## src/rtl/bcd_clock_counter.sv

```systemverilog
// Synchronous BCD HH:MM:SS time-of-day counter with prescaler, up/down, 12/24 h and load.
// Optional alarm compare is enabled by defining ALARM_CLOCK_EN.
module bcd_clock_counter #(
   parameter int unsigned TICK_DIV = 50_000_000,
   parameter bit          HR12     = 1'b0
) (
   input  logic        CLK,
   input  logic        reset,
   input  logic        run,
   input  logic        dir,
   input  logic        load,
   input  logic [23:0] load_data,
   input  logic        load_pm,
   output logic [23:0] data,
   output logic        pm,
   output logic        day_carry,
   output logic        load_err,
   input  logic        alarm_set,
   input  logic [23:0] alarm_data,
   input  logic        alarm_pm,
   output logic        alarm_hit
);

   localparam int unsigned    PW       = (TICK_DIV > 1) ? $clog2(TICK_DIV) : 1;
   localparam logic [PW-1:0]  PMAX     = PW'(TICK_DIV - 1);
   localparam logic [23:0]    RST_TIME = HR12 ? 24'h120000 : 24'h000000;

   function automatic logic [7:0] inc8(input logic [7:0] v);
      return (v[3:0] == 4'd9) ? {v[7:4] + 4'd1, 4'd0} : {v[7:4], v[3:0] + 4'd1};
   endfunction

   function automatic logic [7:0] dec8(input logic [7:0] v);
      return (v[3:0] == 4'd0) ? {v[7:4] - 4'd1, 4'd9} : {v[7:4], v[3:0] - 4'd1};
   endfunction

   function automatic logic valid_time(input logic [23:0] t);
      logic ok;
      ok = 1'b1;
      for (int unsigned i = 0; i < 6; i++)
         if (t[i*4 +: 4] > 4'd9) ok = 1'b0;
      if (t[7:4] > 4'd5 || t[15:12] > 4'd5) ok = 1'b0;
      if (HR12) begin
         if (t[23:16] == 8'h00 || t[23:20] > 4'd1 || (t[23:20] == 4'd1 && t[19:16] > 4'd2))
            ok = 1'b0;
      end else if (t[23:20] > 4'd2 || (t[23:20] == 4'd2 && t[19:16] > 4'd3)) begin
         ok = 1'b0;
      end
      return ok;
   endfunction

   logic [PW-1:0] pcnt;
   logic [7:0]    hh, mm, ss, nxt_hh, nxt_mm, nxt_ss;
   logic          nxt_pm, nxt_day;
   logic          step, step_taken, load_ok, alarm_bad;

   assign hh         = data[23:16];
   assign mm         = data[15:8];
   assign ss         = data[7:0];
   assign step       = run && (pcnt == PMAX);
   assign step_taken = step && !load;
   assign load_ok    = valid_time(load_data);

   // 12 h wraps at 12->01 (no pm change) and 11<->12 (pm toggle); the day pulse
   // comes from the toggle that crosses midnight.
   always_comb begin
      nxt_hh  = hh;
      nxt_mm  = mm;
      nxt_ss  = ss;
      nxt_pm  = pm;
      nxt_day = 1'b0;
      if (!dir) begin
         if (ss != 8'h59) nxt_ss = inc8(ss);
         else begin
            nxt_ss = 8'h00;
            if (mm != 8'h59) nxt_mm = inc8(mm);
            else begin
               nxt_mm = 8'h00;
               if (HR12) begin
                  if (hh == 8'h12) nxt_hh = 8'h01;
                  else if (hh == 8'h11) begin
                     nxt_hh  = 8'h12;
                     nxt_pm  = ~pm;
                     nxt_day = pm;
                  end else nxt_hh = inc8(hh);
               end else if (hh == 8'h23) begin
                  nxt_hh  = 8'h00;
                  nxt_day = 1'b1;
               end else nxt_hh = inc8(hh);
            end
         end
      end else begin
         if (ss != 8'h00) nxt_ss = dec8(ss);
         else begin
            nxt_ss = 8'h59;
            if (mm != 8'h00) nxt_mm = dec8(mm);
            else begin
               nxt_mm = 8'h59;
               if (HR12) begin
                  if (hh == 8'h01) nxt_hh = 8'h12;
                  else if (hh == 8'h12) begin
                     nxt_hh  = 8'h11;
                     nxt_pm  = ~pm;
                     nxt_day = ~pm;
                  end else nxt_hh = dec8(hh);
               end else if (hh == 8'h00) begin
                  nxt_hh  = 8'h23;
                  nxt_day = 1'b1;
               end else nxt_hh = dec8(hh);
            end
         end
      end
   end

   always_ff @(posedge CLK or negedge reset) begin
      if (!reset) begin
         pcnt      <= '0;
         data      <= RST_TIME;
         pm        <= 1'b0;
         day_carry <= 1'b0;
         load_err  <= 1'b0;
      end else begin
         day_carry <= 1'b0;
         load_err  <= (load && !load_ok) || alarm_bad;
         if (load && load_ok) begin
            data <= load_data;
            pm   <= HR12 ? load_pm : 1'b0;
            pcnt <= '0;
         end else if (run) begin
            if (step) begin
               pcnt <= '0;
               // a rejected load still suppresses the coincident step
               if (!load) begin
                  data      <= {nxt_hh, nxt_mm, nxt_ss};
                  pm        <= nxt_pm;
                  day_carry <= nxt_day;
               end
            end else begin
               pcnt <= pcnt + 1'b1;
            end
         end
      end
   end

`ifdef ALARM_CLOCK_EN
   logic [23:0] alarm_time;
   logic        alarm_p, alarm_valid, alarm_ok;

   assign alarm_ok  = valid_time(alarm_data);
   assign alarm_bad = alarm_set && !alarm_ok;

   always_ff @(posedge CLK or negedge reset) begin
      if (!reset) begin
         alarm_time  <= '0;
         alarm_p     <= 1'b0;
         alarm_valid <= 1'b0;
         alarm_hit   <= 1'b0;
      end else begin
         alarm_hit <= step_taken && alarm_valid &&
                      ({nxt_pm, nxt_hh, nxt_mm, nxt_ss} == {alarm_p, alarm_time});
         if (alarm_set && alarm_ok) begin
            alarm_time  <= alarm_data;
            alarm_p     <= HR12 ? alarm_pm : 1'b0;
            alarm_valid <= 1'b1;
         end
      end
   end
`else
   logic unused_alarm;
   assign unused_alarm = ^{alarm_set, alarm_data, alarm_pm, step_taken};
   assign alarm_bad    = 1'b0;
   assign alarm_hit    = 1'b0;
`endif

endmodule

```

## config.mk

```make
export PLATFORM = sky130hd
export DESIGN_NAME = bcd_clock_counter
export DESIGN_NICKNAME = d
export VERILOG_FILES = /design/src/rtl/bcd_clock_counter.sv
export SDC_FILE = /design/constraint.sdc
export NUM_CORES = 1
export LEC_CHECK = 0
export BUFFER_PORTS_ARGS = -buffer_cell sky130_fd_sc_hd__buf_2
export CAP_MARGIN = 15
export CORE_MARGIN = 1.5
export CORE_UTILIZATION = 33
export DETAILED_ROUTE_END_ITERATION = 10
export GPL_TIMING_DRIVEN = 0
export PLACE_DENSITY = 0.57
export SYNTH_ARGS = -nofsm -noshare
export SYNTH_HDL_FRONTEND = slang
export SYNTH_SLANG_ARGS = --single-unit
```

## constraint.sdc

```tcl
create_clock -name CLK -period 4.7 [get_ports CLK]
set_input_delay 0.705 -clock CLK [delete_from_list [all_inputs] [get_ports CLK]]
set_output_delay 0.705 -clock CLK [all_outputs]
set_load 0.005 [all_outputs]
```

==> qor.yml <==
outcome:
  outcome: "completed"
sta:
  final-setup-viol-count: 0
  final_min_period_ns: 2.88
  final-max-slew-violation-count: 0
  timing.final.crit_share_pct: 61.3
  rsz0062_at_grt: "no"
  worst_clock_skew_ns: 0.00657
  clock.fmax_mhz: 347
  finalHoldViolCount: 0
  relSlewSlack_pct: 45.2
  fin_setup_tns_ns: 0
  setup_slack_ns: 1.82
  worst-slew-pin-transition_ns: 0.816
route:
  via_density_per_instance: 5.77
  drt_wl_total_um: 12100
  iteration_count_of_the_initial_detailed_routing_pass: 5
  post_drt_wl_per_cell_um: 17.2
  drc: 0
  route.antenna.remaining_nets: 0
  detailedRoute.firstIterationViolations: 299
  detailroute.via_count: 4042
worst_hold_path:
  worst_hold_path_type: "input pin to async pin"
critical_path:
  timing.critical_path.arrival_ns: 3.09
  timing.reg2reg.worst_path_depth: 8
  timing.critical_path.cells: "buf_2, o21ai_0, and4_1, a31oi_1, clkbuf_1, clkbuf_1, o21ai_0, a21oi_1"
  cp_slowest_stage_delay_ns: 0.67
  cp_num_buf_inv: 3
  crit_path_max_fanout: 10
  crit_slowest_cell: "a31oi_1"
  startpoint_type: "input pin"
  r2r_setup_slack_ns: 1.94
  timing.critical_path.to_type: "register"
  worst_setup_path_category: "input pin to register"
  required_ns: 4.91
  timing.critical_path.max_delay_family: "compound AO/OA/AOI/OAI gates"
  worstSetupPathDepth: 8
  rr_startpoint: "data[4]"
  regToRegEndpoint: "data[23]"
  origin_of_the_worst_setup_path: "load_data[18]"
final_layout:
  layout_common_cells: "57 x buf_2, 52 x dfrtp_1, 44 x o21ai_0"
  post-route-cell-area_sq_um: 4650
  layout-drive-gt1-share_pct: 14.3
  most_common_cell_after_layout_fill_and_taps_aside: "buf_2"
  utilization_pct: 38.8
  design.final.nets: 625
  diodes: 0
  areaGrowthSynthToFinish_pct: 15.4
  final_cells: 700
logic_synthesis:
  synthDominantAreaCellType: "dfrtp_1"
  synth.top_cells.by_area: "dfrtp_1 32%, o21ai_0 5.5%, ha_1 5.3%"
  synth_seq_cells: 52
  post_synth_num_cell_types: 66
  synthDominantCellAreaShare_pct: 32.3
  syn-instance-count: 490
  part_of_the_yosys_area_used_for_sequential_elements_pct: 32.3
  ys_async_sr_fraction_pct: 100
  synth_enable_flop_cells: 0
  synth_area_sq_um: 4030
  synthesis.area_per_instance_sq_um: 8.22
  yosys_warnings: 0
  synth-main-ff-cell: "dfrtp_1"
floorplanning:
  initial_core_util_pct: 33.7
  floorplan.io_pins: 84
  die_width_um: 113
  die_y_um: 113
  die-area_sq_um: 12900
  design.core.area_sq_um: 12000
  rows: 40
global_route:
  vias_in_the_first_global_route: 3730
  globalRoute.totalOverflow: 0
  pin_count_of_the_biggest_net_entering_global_routing: 36
  grt_use_total_pct: 18.9
  number_of_antenna_violations_at_the_first_check_in_global_routing: 0
  global_route_wire_length_before_repair_um: 19500
power_and_ir_drop:
  pwr-share-seq_pct: 46.4
  sw_pwr_uw: 390
  switching_part_of_the_total_power_pct: 32.3
  power_frac_comb_pct: 21.9
  internal_power_uw: 819
  power.density_nw_per_um2: 260
  power.share.clock_pct: 31.7
  vdd_drop_max_uv: 135
  p_leak_nw: 1.86
cts:
  cts_num_sinks: 52
  cts_tree: "built"
  cts_max_path_buffers: 2
  numCtsBuffers: 5
  post-cts-setup-buffers: 0
  clkLatencyLatePin_ns: 0.29
  cts_hold_repair.buffers: 0
  clock_input_transition_at_the_sequential_cells_of_the_worst_setup_and_hold_paths_ns: 0.07
  cts-resized-gates: 0
  htree_num_levels: 2
  cts-root-buf: "clkbuf_16"
placed_design:
  placedCellCount: 692
  post_dp_cell_area_sq_um: 4500
  pre_cts_ws_ns: 1.60
  estimated_wirelength_of_the_detail_placed_design_um: 8970
  placement.io_buffers: 53
  place_congestion: 0.874
flow_run:
  maxCapViolCount: 0
-- kinds of logic (layout without fill, tap and decap cells) --
family | Yosys count | in the layout | share of synthesized area, %
XOR/XNOR | 9 | 9 | 1.96
AND/OR/NAND/NOR | 195 | 195 | 28.5
buffers and inverters | 52 | 114 | 5.25
multiplexers | 10 | 10 | 2.52
AO/OA/AOI/OAI | 154 | 154 | 24.1
other | 1 | 2 | 0.0931
flip-flops | 52 | 52 | 32.3
adder cells (fa/ha/maj) | 17 | 17 | 5.28
-- how the worst max path moves through the flow --
stage | to | slack [ns]
floorplan | data[23] | 2.14
global placement | pcnt[3] | 1.54
detailed placement | pcnt[7] | 1.60
CTS | pcnt[7] | 1.89
global route | pcnt[4] | 1.68
finish | pcnt[7] | 1.82
-- routing by layer --
| metal | up-vias | GRT usage [%] | routed length (um) | share of wire [%] |
|---|---|---|---|---|
| met2 | 99 | 32.2 | 5860 | 49 |
| met4 | 0 | 5.00 | 96 | 0.80 |
| li1 | 1974 | - | - | - |
| met1 | 1960 | 25.1 | 5660 | 47 |
| met3 | 9 | 2.66 | 447 | 3.7 |
| met5 | - | 0 | 0 | 0 |
-- flip-flops by register name, indices dropped and copies added, names as in the netlist --
register / cells
pcnt: 26
data: 24
day_carry: 1
load_err: 1
-- worst reg2reg max path: cells and delay by family, from the launching register on --
| family | cells | cell delay, ns |
|---|---|---|
| adder cells (fa/ha/maj) | 1 | 0.20 |
| AND/OR/NAND/NOR | 3 | 1.33 |
| flip-flops | 1 | 0.46 |
| AO/OA/AOI/OAI | 2 | 0.33 |
| buffers and inverters | 2 | 0.35 |
-- synthesized netlist by cell type, types with 3 or more instances --
cell       n
a211oi_1   4
a21boi_0   3
a21oi_1   37
a22oi_1    4
a31oi_1   10
and2_1     8
and3_1     9
and3b_1    4
and4_1     6
buf_2      4
buf_4      3
clkbuf_1  23
dfrtp_1   52
ha_1      17
inv_1     22
mux2i_1    9
nand2_1   38
nand2b_1   3
nand3_1   23
nand3b_1   6
nand4_1   13
nand4b_1   3
nor2_1    26
nor3_1    10
nor3b_1    4
nor4_2     4
o211ai_1   3
o21ai_0   44
o22ai_1    8
o31ai_1   13
or3_1     13
or4_1     13
xnor2_1    4
xor2_1     5
-- stage by stage --
| stage | hold slack (ns) | total power [mW] |
|---|---|---|
| final | 0.352 | 1.21 |
| after CTS | 0.378 | 1.22 |
| after global placement | 0.521 | 0.822 |
| after global routing | 0.389 | 1.28 |
| after floorplan | 0.409 | 0.730 |
| after detailed placement | 0.527 | 0.832 |
-- power groups by stage --
stage | registers, mW | logic, mW | clock network (mW)
detailed placement | 0.568 | 0.264 | 0
finish | 0.561 | 0.265 | 0.383
CTS | 0.559 | 0.266 | 0.396
floorplan | 0.551 | 0.180 | 0
global placement | 0.564 | 0.258 | 0
global route | 0.570 | 0.302 | 0.411
-- area by class of cell --
type                    count  area (sq um)
fillers                  1211          7310
clock buffers               8           146
multi-input cells         387          2520
plain buffers              30           129
repair buffers             54           285
well taps                 147           184
flip-flops and latches     52          1300
inverters                  22          82.6
Note: power is estimated with default switching activity, not from simulation.
